`config.mk`:
```
export PLATFORM = sky130hd
export DESIGN_NAME = text_console_writer
export DESIGN_NICKNAME = d
export VERILOG_FILES = /design/src/rtl/text_console_writer.sv
export SDC_FILE = /design/constraint.sdc
export NUM_CORES = 1
export LEC_CHECK = 0
export BUFFER_PORTS_ARGS = -buffer_cell sky130_fd_sc_hd__buf_4
export CAP_MARGIN = 40
export CORE_ASPECT_RATIO = 0.7
export CORE_UTILIZATION = 60
export DETAILED_ROUTE_END_ITERATION = 8
export GPL_TIMING_DRIVEN = 0
export PLACE_DENSITY_LB_ADDON = 0.25
export SYNTH_ARGS = -nofsm -noshare
export SYNTH_HDL_FRONTEND = slang
export SYNTH_SLANG_ARGS = --single-unit
```
`constraint.sdc`:
```
create_clock -name clock -period 6.9 [get_ports clock]
set_input_delay 1.38 -clock clock [delete_from_list [all_inputs] [get_ports clock]]
set_output_delay 1.38 -clock clock [all_outputs]
set_load 0.05 [all_outputs]
```
`src/rtl/text_console_writer.sv`:
```
// text_console_writer
//
// Streams bytes into a character/attribute text buffer held in byte-wide
// video RAM. Each cell is two bytes: character at BASE+2*pos, attribute at
// BASE+2*pos+1. Printable bytes are written with the attribute sampled at
// acceptance. CR, LF, BS and FF move the cursor or clear the screen. When the
// cursor runs off the bottom row, the screen scrolls up by one row. The scroll
// copies the bytes with a read/write pair per byte, then blanks the last row.
//
// Ports
//   clock, reset  : single clock, synchronous active-high reset
//   in_data       : byte to print or control code (08h BS, 0Ah LF, 0Ch FF, 0Dh CR)
//   in_valid      : in_data valid
//   in_ready      : byte accepted this cycle when in_valid & in_ready
//   attr          : attribute byte, latched when a byte is accepted
//   mem_address   : video RAM byte address
//   mem_wdata     : video RAM write data
//   mem_we        : video RAM write strobe, one byte per cycle
//   mem_rdata     : video RAM read data, one cycle after the read address
//   cursor        : (pos - 1) mod 2048, places the display underline on cell pos
//   busy          : high whenever the writer is not idle
module text_console_writer #(
  parameter logic [16:0] BASE = 17'hF000,
  parameter int          COLS = 80,
  parameter int          ROWS = 25
) (
  input  logic        clock,
  input  logic        reset,
  input  logic [7:0]  in_data,
  input  logic        in_valid,
  output logic        in_ready,
  input  logic [7:0]  attr,
  output logic [16:0] mem_address,
  output logic [7:0]  mem_wdata,
  output logic        mem_we,
  input  logic [7:0]  mem_rdata,
  output logic [10:0] cursor,
  output logic        busy
);

  localparam logic [10:0] NCELLS       = 11'(COLS * ROWS);
  localparam logic [10:0] NCOLS        = 11'(COLS);
  localparam logic [10:0] LAST_ROW     = 11'(COLS * (ROWS - 1));
  localparam logic [16:0] ROW_BYTES    = 17'(2 * COLS);
  localparam logic [16:0] COPY_BYTES   = 17'(2 * COLS * (ROWS - 1));
  localparam logic [16:0] SCREEN_BYTES = 17'(2 * COLS * ROWS);

  typedef enum logic [2:0] {
    IDLE,
    WR_CHAR,
    WR_ATTR,
    SCR_RD,
    SCR_WR,
    FILL_CHAR,
    FILL_ATTR
  } state_t;

  state_t      state_q, state_d;
  logic [10:0] pos_q, pos_d;
  logic [10:0] cursor_q, cursor_d;
  logic        home_q, home_d;   // full-screen clear: cursor goes home when the fill ends
  logic [16:0] off_q, off_d;     // byte offset from BASE for scroll copy and fills
  logic [7:0]  char_q, char_d;
  logic [7:0]  attr_q, attr_d;

  logic        accept;
  logic [10:0] col;
  logic [16:0] cell_addr;

  // in_ready depends only on state and reset, never on in_valid.
  assign in_ready  = (state_q == IDLE) && !reset;
  assign accept    = in_valid && in_ready;
  assign busy      = (state_q != IDLE);
  assign cursor    = cursor_q;
  assign col       = pos_q % NCOLS;
  assign cell_addr = BASE + {5'd0, pos_q, 1'b0};

  always_comb begin
    state_d     = state_q;
    pos_d       = pos_q;
    home_d      = home_q;
    off_d       = off_q;
    char_d      = char_q;
    attr_d      = attr_q;
    mem_we      = 1'b0;
    mem_address = cell_addr;
    mem_wdata   = 8'h00;

    case (state_q)
      IDLE: begin
        if (accept) begin
          char_d = in_data;
          attr_d = attr;
          home_d = 1'b0;
          case (in_data)
            8'h0D: pos_d = pos_q - col;
            8'h0A: begin
              if (pos_q < LAST_ROW) begin
                pos_d = pos_q + NCOLS;
              end else begin
                // Bottom row: column and row stay put, the screen moves instead.
                off_d   = 17'd0;
                state_d = SCR_RD;
              end
            end
            8'h08: begin
              if (pos_q != 11'd0) pos_d = pos_q - 11'd1;
            end
            8'h0C: begin
              off_d   = 17'd0;
              home_d  = 1'b1;
              state_d = FILL_CHAR;
            end
            default: state_d = WR_CHAR;
          endcase
        end
      end

      WR_CHAR: begin
        mem_we    = 1'b1;
        mem_wdata = char_q;
        state_d   = WR_ATTR;
      end

      WR_ATTR: begin
        mem_we      = 1'b1;
        mem_address = cell_addr + 17'd1;
        mem_wdata   = attr_q;
        if (pos_q + 11'd1 == NCELLS) begin
          pos_d   = LAST_ROW;
          off_d   = 17'd0;
          state_d = SCR_RD;
        end else begin
          pos_d   = pos_q + 11'd1;
          state_d = IDLE;
        end
      end

      SCR_RD: begin
        mem_address = BASE + ROW_BYTES + off_q;
        state_d     = SCR_WR;
      end

      SCR_WR: begin
        mem_we      = 1'b1;
        mem_address = BASE + off_q;
        mem_wdata   = mem_rdata;
        off_d       = off_q + 17'd1;
        // Copy length equals the start offset of the last row, so the fill
        // continues straight on from the final copied byte.
        state_d     = (off_q + 17'd1 == COPY_BYTES) ? FILL_CHAR : SCR_RD;
      end

      FILL_CHAR: begin
        mem_we      = 1'b1;
        mem_address = BASE + off_q;
        mem_wdata   = 8'h20;
        off_d       = off_q + 17'd1;
        state_d     = FILL_ATTR;
      end

      FILL_ATTR: begin
        mem_we      = 1'b1;
        mem_address = BASE + off_q;
        mem_wdata   = attr_q;
        off_d       = off_q + 17'd1;
        if (off_q + 17'd1 == SCREEN_BYTES) begin
          state_d = IDLE;
          if (home_q) pos_d = 11'd0;
        end else begin
          state_d = FILL_CHAR;
        end
      end

      default: state_d = IDLE;
    endcase
  end

  // Cursor shadows the next pos, so it changes on the same edge as pos.
  assign cursor_d = pos_d - 11'd1;

  always_ff @(posedge clock) begin
    if (reset) begin
      state_q  <= IDLE;
      pos_q    <= 11'd0;
      cursor_q <= 11'h7FF;
      home_q   <= 1'b0;
    end else begin
      state_q  <= state_d;
      pos_q    <= pos_d;
      cursor_q <= cursor_d;
      home_q   <= home_d;
    end
  end

  always_ff @(posedge clock) begin
    off_q  <= off_d;
    char_q <= char_d;
    attr_q <= attr_d;
  end

endmodule

```
==> results of run 1 <==
cells in the mapped netlist (4+ instances only):
master    count
a211o_1       5
a211oi_1      8
a21oi_1      42
a221oi_1      6
a22oi_1      10
a31oi_1      12
and2_1       12
and3_1       11
and4_1        5
buf_2        10
clkbuf_1     35
dfxtp_1      26
edfxtp_1     33
ha_1         20
inv_1        16
mux2_2        5
mux2i_1      13
nand2_1      60
nand2b_1     10
nand3_1      25
nand3b_1      5
nand4_1      15
nand4b_1      4
nor2_1       75
nor2b_1       7
nor3_1       21
nor3b_1       5
nor4_1       10
o211a_1       5
o21a_1        7
o21ai_0      44
o22ai_1       5
o31ai_1       5
or2_2         6
or3_1         9
xnor2_1      26
xor2_1       15
cells by family after synthesis:
family	after synthesis	synth area share (%)
adders and majority gates	20	4.54
xor gates and xnor gates	41	6.52
other	1	0.0681
and+or+nand+nor	297	28.9
DFF	59	27.4
muxes	18	3.38
buffers and inverters	73	5.77
AOI/OAI and AO/OA	192	23.4
metal layers:
layer	global-route usage [%]	part of all wire, %	vias up
met5	0	0	-
met4	17.2	3.6	0
met3	12.2	16	91
met2	60.3	41	548
met1	56.6	40	2867
li1	-	-	2763
flip-flops by register name, summed over array words and instances (netlist names):
| signal | count |
|---|---|
| attr_q | 8 |
| char_q | 8 |
| cursor | 11 |
| home_q | 1 |
| off_q | 17 |
| pos_q | 11 |
| state_q | 3 |
worst paths after layout:
kind | to | slack, ns
max reg2reg | cursor[8] | 0.79
min | home_q | 0.58
min reg2reg | home_q | 0.58
max | cursor[8] | 0.79
area by class of cell:
class	instances	area (sq um)	share of cell area, %
multi-input combinational	571	3690	56.9
sequential	59	1510	23.3
timing repair buffer	66	503	7.75
clock buffer	12	268	4.13
buffer	54	244	3.76
tap	120	150	2.31
inverter	19	73.8	1.14
clock inverter	4	47.5	0.733
power groups by stage:
stage                     clock network, mW  logic (mW)  registers, mW
after global placement                    0       0.218          0.399
after CTS                             0.484       0.226          0.392
final                                 0.490       0.232          0.393
after detailed placement                  0       0.225          0.400
after floorplan                           0       0.142          0.410
after global routing                  0.499       0.243          0.394
worst max-delay path, delay by kind of cell (launching register included):
kind / cells / cell delay (ns)
AOI/OAI and AO/OA: 10 / 2.04
and+or+nand+nor: 6 / 2.14
muxes: 2 / 0.44
adders and majority gates: 2 / 0.59
DFF: 1 / 0.45
buffers and inverters: 2 / 0.38
through the flow:
stage / power, mW / hold slack (ns)
6_report: 1.11 / 0.582
3_3_place_gp: 0.617 / 0.507
4_1_cts: 1.10 / 0.555
2_1_floorplan: 0.551 / 0.484
5_1_grt: 1.14 / 0.609
3_5_place_dp: 0.624 / 0.547
==> results.cfg, run 1 <==
[critical_path]
cp.arrival_ns = 6.39
start_kind = register
r2r_start = pos_q[1]
crit_fanout = 9
crit_required_ns = 7.17
cpPeakStageDelay_ns = 0.57
path_class = register to register
critPathSlowestCell = nor4b_1
cp_cell_sequence = inv_1, ha_1, nor4b_1, nand3_1, a211oi_1, o22ai_1, a21oi_1, o211ai_1, and3_1, a211o_1, mux2i_1, ha_1, o21a_1, nor3_1, o31ai_1, a211oi_2, o21bai_1, a211o_1, or4_1, buf_2, nor3_1, mux2i_1
endpoint_kind = register
reg2regPathDepth = 22
startpoint = pos_q[1]

[floorplan]
fp.dieW_um = 117
io_pins = 66
std_cell_rows = 28
die_y_um = 82.2
die_area_sq_um = 9570
coreArea_sq_um = 8690
start_util_pct = 63.4

[synth]
synthCells = 701
synth_edf_count = 33
synth_top_area_share_pct = 18.0
ys_ff_latch = 59
synth_cell_types = 81
avgSynthCellArea_sq_um = 7.86
seq_area_frac_synth_pct = 27.4
synth_area_sq_um = 5510
yosysWarnings = 0
yosys-top-cells-area = edfxtp_1 (18%), dfxtp_1 (9.5%), nor2_1 (5.1%)
synth-main-ff-cell = edfxtp_1
async_reset_ff_share_pct = 0
yosysTopAreaCell = edfxtp_1

[power]
power_frac_clock_pct = 43.9
p_comb_share_pct = 20.8
swShare_pct = 30.7
power_leakage_nw = 2.51
p_int_uw = 772
vdd_drop_max_uv = 110
p_sw_uw = 343
seq_power_share_pct = 35.2
p_per_area_nw_per_um2 = 172

[placed_design]
placed_area_sq_um = 6170
portBuffers = 65
gp_congestion = 1.03
dp.cells = 889
place_ws_ns = 1.14
detailed_place_hpwl_um = 14400

[routing]
vias = 6269
finalWirelength_um = 19600
routedWlPerCell_um = 21.7
antenna_left = 0
vias_per_cell = 6.93
drt-initial-drc-count = 1064
first_pass_iters = 6
post-route-drc-count = 0

[grt]
grt_pass1_wl_um = 28900
grt_max_degree = 19
grt_overflow = 0
track_usage_pct = 41.3
grt_pass1_vias = 5499
antenna_found_initial = 0

[clock_tree]
clk_pin_slew_worst_paths_ns = 0.07
cts_tree = built
cts_resized = 0
cts_hold_buf = 0
clock_sinks = 59
clock_path_buffers = 2
root_buffer = clkbuf_16
post_cts_buffers = 0
cts_buffers = 9
insertion_delay_ns = 0.35
htree_levels = 3

[hold_path]
min-delay-path-class = register to register
min_from = home_q
whs_path_depth = 2

[run_status]
outcome = finished, final reports clean

[timing]
fin_crit_ns = 6.11
tightestPinTransition_ns = 1.06
rsz0062_at_grt = false
fin_ws_ns = 0.787
fin_worst_skew_ns = 0.0144
slew_viol_final = 0
slew_headroom_pct = 28.7
hold_viol_final = 0
fin_tns_setup_ns = 0
setup_violations = 0
period_share_pct = 88.6
fmax_ghz = 0.164

[flow_run]
max_cap_violations = 0

[final_layout]
nets = 827
antenna_cells = 0
mostFrequentLayoutCell = nor2_1
drive_gt1_share_pct = 15.8
area_growth_pct = 17.8
fill_cells = 697
layout_common_cells = nor2_1 (75), buf_4 (66), nand2_1 (60)
final_cells = 905
final_cell_area_sq_um = 6490
final_util_pct = 74.7
Power figures use the tool's default switching activity.
==> run 2: changes to the inputs <==
--- a/config.mk
+++ b/config.mk
@@ -10,7 +10,6 @@
 export CORE_ASPECT_RATIO = 0.7
 export CORE_UTILIZATION = 60
 export DETAILED_ROUTE_END_ITERATION = 8
-export GPL_TIMING_DRIVEN = 0
 export PLACE_DENSITY_LB_ADDON = 0.25
 export SYNTH_ARGS = -nofsm -noshare
 export SYNTH_HDL_FRONTEND = slang
==> run 2 against run 1 <==
Worst setup slack improved by 0.34 ns. Global-route usage decreased by 1.3 points. Die area unchanged. Flip-flop and latch count unchanged. First-iteration DRC count decreased by 12%. Total power decreased by 4.9%. Register-to-register slack improved by 0.34 ns. Sequential share of layout area increased by 0.80 points.
==> results.cfg, run 2 (synthesis gave the netlist of run 1 again) <==
[run_status]
outcome = finished, final reports clean

[routing]
vias_per_cell = 6.97
post-route-drc-count = 0
vias = 5997
first_pass_iters = 8
routedWlPerCell_um = 21.8
finalWirelength_um = 18800
antenna_left = 0
drt-initial-drc-count = 934

[final_layout]
largest_reg_flops = 17
final_util_pct = 72.2
antenna_cells = 0
final_cell_area_sq_um = 6270
fill_cells = 660
drive_gt1_share_pct = 15.8
final_cells = 860
nets = 782
mostFrequentLayoutCell = nor2_1
area_growth_pct = 13.9
top_register = off_q
layout_common_cells = nor2_1 (75), buf_4 (74), nand2_1 (60)

[timing]
setup_violations = 0
slew_headroom_pct = 35.3
fin_tns_setup_ns = 0
fin_ws_ns = 1.13
fin_worst_skew_ns = 0.0125
period_share_pct = 83.6
hold_ws_ns = 0.582
fin_crit_ns = 5.77
rsz0062_at_grt = false
fmax_ghz = 0.173
slew_viol_final = 0
tightestPinTransition_ns = 0.970
hold_viol_final = 0

[critical_path]
cpPeakStageDelay_ns = 0.64
endpoint_kind = register
crit_required_ns = 7.17
crit_fanout = 9
cp.arrival_ns = 6.03
cp_cell_sequence = inv_1, ha_1, or4b_2, o31ai_1, a22oi_1, o21a_1, o21ai_0, nand2_1, a21oi_1, a21oi_1, o22a_1, ha_1, or3_1, o221a_2, xor2_1, o2111ai_1, o2111ai_1, a31oi_1, nand3_2, nor4_4, mux2i_1
path_class = register to register
critPathSlowestCell = or4b_2
start_kind = register

[clock_tree]
post_cts_buffers = 0
clock_path_buffers = 2
cts_buffers = 9
clk_pin_slew_worst_paths_ns = 0.06
htree_levels = 3
cts_tree = built
clock_sinks = 59
root_buffer = clkbuf_16
cts_hold_buf = 0
insertion_delay_ns = 0.34
cts_resized = 0

[placed_design]
dp.cells = 844
gp_congestion = 1.01
detailed_place_hpwl_um = 13700
place_ws_ns = 1.37
portBuffers = 65
placed_area_sq_um = 5980

[flow_run]
max_cap_violations = 0

[floorplan]
std_cell_rows = 28
start_util_pct = 63.4
coreArea_sq_um = 8690
die_area_sq_um = 9570
die_y_um = 82.2
fp.dieW_um = 117
io_pins = 66

[grt]
grt_pass1_vias = 5233
track_usage_pct = 40.0
grt_overflow = 0
grt_pass1_wl_um = 28200
grt_max_degree = 37
antenna_found_initial = 0

[hold_path]
min-delay-path-class = register to register

[power]
p_per_area_nw_per_um2 = 169
power_leakage_nw = 2.43
p_total_mw = 1.06
vdd_drop_max_uv = 108
[run 2: cell types whose count changed in the layout (fill, tap and decap cells not counted), sizes merged]
cell	change
buf	-8
clkinv	+1
clkbuf	-37
bufinv	-1
[run 2: final timing paths]
kind / start / end / slack, ns / cells after the start
worst max register to register: pos_q[0] / cursor[10] / 1.13 / 21
worst min register to register: home_q / home_q / 0.58 / 2
worst min-delay path: home_q / home_q / 0.58 / 2
worst max-delay path: pos_q[0] / cursor[10] / 1.13 / 21
[run 2: final cells by class]
class | count | area (sq um) | share of cell area [%]
Tap cell | 120 | 150 | 2.39
Multi-Input combinational cell | 571 | 3690 | 58.8
Inverter | 19 | 73.8 | 1.18
Sequential cell | 59 | 1510 | 24.1
Clock inverter | 4 | 23.8 | 0.379
Timing Repair Buffer | 75 | 561 | 8.93
Clock buffer | 12 | 268 | 4.27
[run 2: power by group]
part | total [mW] | internal, mW | switching [mW] | leakage [nW]
clock | 0.440 | 0.273 | 0.167 | 0.147
sequential | 0.402 | 0.385 | 0.0170 | 0.500
combinational | 0.218 | 0.0731 | 0.145 | 1.79
[run 2: critical path, delay by kind of cell, from the launching register on]
kind / cells / cell delay, ns
muxes: 1 / 0.21
adders and majority gates: 2 / 0.44
and+or+nand+nor: 5 / 1.66
buffers and inverters: 1 / 0.13
xor gates and xnor gates: 1 / 0.15
DFF: 1 / 0.38
AOI/OAI and AO/OA: 11 / 2.73
[run 2: metal layers]
layer | global-route usage [%] | share of wire (%) | vias to the layer above
met5 | 0 | 0 | -
met4 | 15.8 | 3.2 | 0
met3 | 15.8 | 16 | 78
met2 | 56.3 | 40 | 490
met1 | 54.4 | 41 | 2757
li1 | - | - | 2672
